[src/rtl/hazard_pkg.sv]
// hazard_pkg
// Shared definitions for the hazard-light pattern:
//   hz_state_t  - pattern states, encoded as the LED pattern they drive
//   MODE_*      - mode select constants
//   next_state  - pattern transition rule, reusable by any block that
//                 needs to predict or drive the hazard pattern
package hazard_pkg;

   typedef enum logic [2:0] {
      ST_OUTSIDE = 3'b101,
      ST_CENTER  = 3'b010,
      ST_LEFT    = 3'b100,
      ST_RIGHT   = 3'b001
   } hz_state_t;

   localparam logic [1:0] MODE_CALM  = 2'b00;
   localparam logic [1:0] MODE_RIGHT = 2'b01;
   localparam logic [1:0] MODE_LEFT  = 2'b10;
   localparam logic [1:0] MODE_BAD   = 2'b11;

   // The illegal mode falls into the calm branch on purpose.
   // OUTSIDE always enters a sweep from the end opposite its direction.
   function automatic hz_state_t next_state(input hz_state_t state,
                                            input logic [1:0] mode);
      hz_state_t nxt;
      nxt = ST_OUTSIDE;
      case (mode)
         MODE_RIGHT: begin
            case (state)
               ST_LEFT:   nxt = ST_CENTER;
               ST_CENTER: nxt = ST_RIGHT;
               ST_RIGHT:  nxt = ST_LEFT;
               default:   nxt = ST_LEFT;
            endcase
         end
         MODE_LEFT: begin
            case (state)
               ST_RIGHT:  nxt = ST_CENTER;
               ST_CENTER: nxt = ST_LEFT;
               ST_LEFT:   nxt = ST_RIGHT;
               default:   nxt = ST_RIGHT;
            endcase
         end
         default: begin
            nxt = (state == ST_OUTSIDE) ? ST_CENTER : ST_OUTSIDE;
         end
      endcase
      return nxt;
   endfunction

endpackage

[src/rtl/tick_divider.sv]
// tick_divider
// Free-running step-rate divider. Counts 0..TICK_DIV-1 and wraps.
//   clk    in  system clock
//   reset  in  synchronous active-low reset (count -> 0)
//   hold   in  freeze the count while 1
//   wrap   out 1 when count is at TICK_DIV-1 and hold is 0
module tick_divider #(
   parameter int TICK_DIV = 8
) (
   input  logic clk,
   input  logic reset,
   input  logic hold,
   output logic wrap
);

   localparam int CW = (TICK_DIV > 1) ? $clog2(TICK_DIV) : 1;
   localparam logic [CW-1:0] LAST = CW'(TICK_DIV - 1);

   logic [CW-1:0] count;

   assign wrap = ~hold & (count == LAST);

   always_ff @(posedge clk) begin
      if (!reset) begin
         count <= '0;
      end else if (!hold) begin
         if (count == LAST) count <= '0;
         else               count <= count + CW'(1);
      end
   end

endmodule

[src/rtl/hazard_sequencer.sv]
// hazard_sequencer
// Paced controller for the three-LED hazard pattern.
//   clk       in   system clock
//   reset     in   synchronous active-low reset
//   mode[1:0] in   00 calm, 01 sweep-right, 10 sweep-left, 11 illegal
//   pause     in   level; freezes automatic stepping
//   step      in   manual advance on its rising edge, honoured only while paused
//   led[2:0]  out  current pattern (the state register itself)
//   tick      out  1 in the cycle a new led value first appears
//   err       out  1 in the cycle after an advance taken with mode 11
//   step_cnt  out  advances taken, wraps 255 -> 0
//
// Control semantics: there is no handshake. An advance happens on any edge
// where adv=1; adv is the divider wrap while unpaused, or a step rising edge
// while paused. Step edges seen while unpaused are dropped, never queued.
module hazard_sequencer
   import hazard_pkg::*;
#(
   parameter int TICK_DIV = 8
) (
   input  logic       clk,
   input  logic       reset,
   input  logic [1:0] mode,
   input  logic       pause,
   input  logic       step,
   output logic [2:0] led,
   output logic       tick,
   output logic       err,
   output logic [7:0] step_cnt
);

   hz_state_t state_q;
   logic      step_q;
   logic      step_rise;
   logic      wrap;
   logic      adv;

   // The divider sees pause as hold, so wrap is already gated by ~pause.
   tick_divider #(.TICK_DIV(TICK_DIV)) u_div (
      .clk   (clk),
      .reset (reset),
      .hold  (pause),
      .wrap  (wrap)
   );

   assign step_rise = step & ~step_q;
   assign adv       = wrap | (pause & step_rise);

   // led is driven straight from the state register, so it doubles as the
   // observable FSM state.
   assign led = state_q;

   always_ff @(posedge clk) begin
      if (!reset) begin
         state_q  <= ST_OUTSIDE;
         step_q   <= 1'b0;
         tick     <= 1'b0;
         err      <= 1'b0;
         step_cnt <= 8'd0;
      end else begin
         step_q <= step;
         if (adv) begin
            state_q  <= next_state(state_q, mode);
            step_cnt <= step_cnt + 8'd1;
            tick     <= 1'b1;
            err      <= (mode == MODE_BAD);
         end else begin
            tick <= 1'b0;
            err  <= 1'b0;
         end
      end
   end

endmodule

[config.mk]
export PLATFORM = sky130hd
export DESIGN_NAME = hazard_sequencer
export DESIGN_NICKNAME = d
export VERILOG_FILES = /design/src/rtl/hazard_pkg.sv /design/src/rtl/tick_divider.sv /design/src/rtl/hazard_sequencer.sv
export SDC_FILE = /design/constraint.sdc
export NUM_CORES = 1
export LEC_CHECK = 0
export BUFFER_PORTS_ARGS = -buffer_cell sky130_fd_sc_hd__buf_2
export CAP_MARGIN = 20
export CORE_ASPECT_RATIO = 1.4
export CORE_MARGIN = 4
export CORE_UTILIZATION = 40
export CTS_CLUSTER_DIAMETER = 150
export DETAILED_ROUTE_END_ITERATION = 8
export PLACE_DENSITY_LB_ADDON = 0.25
export RECOVER_POWER = 100
export SYNTH_ARGS = -nofsm -noshare
export SYNTH_HDL_FRONTEND = slang
export SYNTH_HIERARCHICAL = 1
export SYNTH_SLANG_ARGS = --single-unit
[constraint.sdc]
create_clock -name clk -period 4.5 [get_ports clk]
set_clock_uncertainty 0.2 [all_clocks]
set_input_delay 0.9 -clock clk [delete_from_list [all_inputs] [get_ports clk]]
set_output_delay 0.9 -clock clk [all_outputs]
set_load 0.03 [all_outputs]
Word level (Yosys, flattened, before mapping)

Index checks and enable logic that the tools add are counted.

Word-level logic and storage cells: 29
Input bits: 6
Output and inout bits: 13
Register bits: 17

Add/subtract/negate cells: 2
Bitwise logic cells: 6
Equal/unequal tests: 8
Reductions and logical operators: 1
Multiplexer cells: 6

Operators by type and width:

| operator              | count |
|---|---|
| $pmux W3 S2           | 3 |
| $eq A3 B3 Y1 const B  | 3 |
| $add A8 B1 Y8 const B | 1 |
| $mux W3               | 2 |
| $eq A2 B2 Y1 const B  | 2 |
| $add A3 B1 Y3 const B | 1 |
| $and A1 B1 Y1         | 3 |
| $eq A3 B1 Y1 const B  | 1 |
| $eq A3 B2 Y1 const B  | 1 |
| $eq A2 B1 Y1 const B  | 1 |
| $not A1 Y1            | 2 |
| $reduce_and A2 Y1     | 1 |
| $mux W1               | 1 |
| $or A1 B1 Y1          | 1 |

Depth between registers and ports, before layout

Depth after elaboration: 5
Mapped depth: 7
Depth with buffers taken out: 6

Hierarchy

Netlist, hierarchy kept.

By module, submodules not included:

| module           | area each (sq um) | cells each | times used |
|---|---|---|---|
| hazard_sequencer | 733.2             | 83         | 1 |
| tick_divider     | 143.9             | 13         | 1 |

Worst setup path before layout

No wires, ideal clock.

Path kind: input -> register
Start point: in pause
End point: reg state_q[2], in the netlist led[2]
Path slack: 2.322 ns
Setup time: 0.129 ns
Arrival time: 1.849 ns
Stages: 6
Buffers on the path: 2
Cell sequence: and3b_1 > buf_6 > or2_2 > clkbuf_1 > o32ai_1 > nor2_1

Longest elaborated chain between the ends: 3

RTL lines:

| element                | RTL line               | text |
|---|---|---|
| start: declaration     | hazard_sequencer.sv:24 | `input logic pause,` |
| $not A1 Y1             | tick_divider.sv:21     | `assign wrap = ~hold & (count == LAST);` |
| $and A1 B1 Y1          | tick_divider.sv:21     |  |
| $or A1 B1 Y1 (*)       | hazard_sequencer.sv:47 | `assign adv = wrap \| (pause & step_rise);` |
| end signal: assignment | hazard_sequencer.sv:63 | `state_q <= next_state(state_q, mode);` |
| end: declaration       | hazard_sequencer.sv:32 | `hz_state_t state_q;` |

Mark *: on every way between the ends. The rest lies on a longest branch, timed or not.
A chain may end at the register's enable or synchronous reset.

Final worst setup path

Start point: reg state_q[0], in the netlist led[0]
End point: out led[0]

RTL lines:

| element          | RTL line               | text |
|---|---|---|
| end: declaration | hazard_sequencer.sv:26 | `output logic [2:0] led,` |

No word-level cell between the ends.

==> metrics.md <==
| Metric | Value |
|---|---|
| Path type of the worst min-delay path | reg -> reg |
| Remaining max-slew budget at the tightest pin | ~75% |
| Time the worst path needs with I/O delays and setup | 2.25 ns |
| H-tree lvl count | 1 |
| Drt drc | 0 |
| Overflow left after global routing | 0 |
| Clock-pin slew on the worst setup and hold paths | approximately 0.1 ns |
| Critical path cell sequence | clkbuf_1 |
| Die Area | 3020 um^2 |
| Initial DRC count | 8 |
| Post-CTS setup buffers | 0 |
| Number of placement rows | 19 |
| Number of buffers added on ports | 18 |
| Startpoint kind of the worst setup timing path | flop |
| Number of maximum-capacitance constraint violations | 0 |
| GRT Util Overall | 13.0% |
| Synthesized instance count | 96 |
| Total of endpoints with negative setup slack in the final report | 0 |
| Number of cells after detailed placement | 130 |
| Status | complete, no violations |
| Gates resized, CTS repair | 0 |
| Layout Nets | roughly 130 |
| Area growth from synthesis to layout | 10.1% |
| Die width | 47.6 um |
| Kind of cell with the highest combined delay on the critical path | flip-flops |
| Required time reported for the critical path endpoint | 3.40 ns |
| Final routed wirelength across all metal layers | around 1800 um |
| Fin Setup TNS | 0 ns |
| Maximum number of pins on one net before global-route repair | 12 |
| Static Leakage | ~0.41 nW |
| Period utilisation layout | 50.0% |
| Fraction of layout instances using a drive strength above 1 | under 10% |
| Hold_ws | 0.289 ns |
| Vias in the first global route | 636 |
| Antenna Cells | 0 |
| Cts-stage hold buffer count | 0 |
| Design area | between 900 and 1000 um^2 |
| First-pass GRT wire length | ~2900 um |
| Share of Yosys cell area claimed by the top area cell type | about two fifths |
| Arrival time of data at the critical path endpoint | approximately 1.2 ns |
| Unrepaired setup endpoints after global routing | false |
| Gp weighted congestion | about 0.76 |
| Number of top-level design ports | 19 |
| Cell type of the slowest stage on the worst timing path | dfxtp_1 |
| Syn nets | 108 |
| Layout Cells excl Fill | 134 |
| Number of max-slew violations in the final report | 0 |
| Count of final hold-check violations | 0 |
| Sort of element at the end of the critical path | primary output |
| Clock net sink count | 17 |
| Seq/Total Area, Yosys | approximately two fifths |
| Cell variety after synth | 40 |
| Slew at the pin closest to its max-slew limit | about 0.37 ns |
| Total CTS buffers | 3 |
| Number of flops mapped to enable cells by yosys | 0 |
| Routed vias | ~740 |
| Detailed-routing iteration count for the pre-antenna-repair pass | 4 |
| Power per standard cell area | slightly below 300 nW/um^2 |
| DIE HEIGHT | between 60 and 70 um |
| HPWL Detailed | 1240 um |
| Number of buffer and inverter stages on the critical path | 1 |
| Kind of critical path | reg -> out |
| Number of vias per cell | 5.49 |
| Share of flip-flops with an asynchronous set or reset | 0% |
| Syn Std Cell Area | between 800 and 900 um^2 |
| Most area-hungry cell type in the Yosys netlist | dfxtp_1 |
| Clock tree from TritonCTS | yes |
| Area inside the core boundary | about 2000 um^2 |
| Average cell area after synthesis | 9.14 um^2 |
| Critical path fanouts, max | 10 |
| Starting density of the core | around 43% |
| Most area-consuming cells after synthesis | dfxtp_1 (39%), ha_1 (8.6%), nor2_1 (3.9%) |
| Syn. warnings | 6 |
| Yosys reg bits | 17 |
| CTS root buf | clkbuf_4 |
| Maximum number of buffers from clock root to sink | 2 |
| Routed len/inst | approximately 13 um |
| Worst-skew pair later-pin latency | between 0.2 and 0.3 ns |
| Number of antenna-violating nets in the routed design | 0 |
| Maximum clock frequency | between 400 and 500 MHz |
| Highest ir drop seen on vdd | between 0.1 and 0.15 mV |
| Antenna violations before repair | 0 |
| Most used flip-flop cell after synthesis | dfxtp_1 |
| Area after detailed placement | between 900 and 1000 um^2 |
| Largest incremental delay on the critical path | 0.51 ns |
-- Yosys cell counts, drive strengths merged, types with 3 or more instances --
library cell,count
dfxtp,17
nor2,10
ha,6
nand2,5
o21ai,5
a21oi,4
clkbuf,4
inv,4
and3,3
xor2,3
-- flip-flops by register name, indices dropped and copies added, names as in the netlist --
signal / count
u_div/count: 3
led: 3
step_cnt: 8
err: 1
tick: 1
step_q: 1
-- layout make-up --
cell class,count,area (um^2)
Sequential cell,17,340
Multi-Input combinational cell,70,487
Inverter,4,15.0
Fill cell,213,1050
Clock buffer,4,26.3
Timing Repair Buffer,18,71.3
Tap cell,21,26.3
-- cells by family after synthesis --
kind of cell	synth area share (%)
XOR/XNOR	4.99
adder cells (fa/ha/maj)	8.56
flip-flops	38.8
multiplexers	2.28
AND/OR/NAND/NOR	24.3
buffers and inverters	4.71
AO/OA/AOI/OAI	16.4
-- metrics by stage --
stage | setup slack (ns) | utilization (%) | power, W
6_report | 2.25 | 47.8 | 0.000286
2_1_floorplan | 2.32 | - | 0.000198
3_5_place_dp | 2.12 | 47.9 | 0.000209
5_1_grt | 2.18 | 47.8 | 0.000304
3_3_place_gp | 2.12 | 47.9 | 0.000208
4_1_cts | 2.33 | 49.2 | 0.000293
-- layout by cell type (no fill, tap or decap), types with 2 or more instances in the layout --
cell,n
a21oi_1,4
and2_1,2
and3_1,3
and3b_1,2
buf_2,3
clkbuf_1,16
clkbuf_4,3
dfxtp_1,17
ha_1,6
inv_1,4
mux2i_1,2
nand2_1,5
nand3_1,2
nor2_1,10
nor2b_1,2
o2111ai_1,2
o21ai_0,5
xnor2_1,2
xor2_1,3
-- path summary, 6_finish.rpt --
path / startpoint / to / slack, ns / cells after the start
setup / recovery: led[0] / led[0] / 2.25 / 1
hold / removal: step_cnt[7] / step_cnt[7] / 0.29 / 2
setup reg to reg: u_div/count[0] / step_cnt[7] / 2.54 / 6
hold reg to reg: step_cnt[7] / step_cnt[7] / 0.29 / 2
-- report_power, final --
group / leakage, nW / internal [W] / switching (W)
logic: 0.252 / 0.0000165 / 0.0000240
registers: 0.138 / 0.000156 / 0.00000731
clock network: 0.0150 / 0.0000345 / 0.0000480
total: 0.405 / 0.000207 / 0.0000793
-- routing by layer --
metal / routed length, um / track usage [%] / part of all wire [%] / vias up
li1: - / - / - / 371
met1: 811 / 17.6 / 46 / 343
met2: 817 / 18.0 / 46 / 18
met3: 112 / 3.42 / 6.3 / 4
met4: 29 / 7.07 / 1.6 / 0
met5: 0 / 0 / 0 / -
No activity file was read; power rests on OpenSTA's default activity.
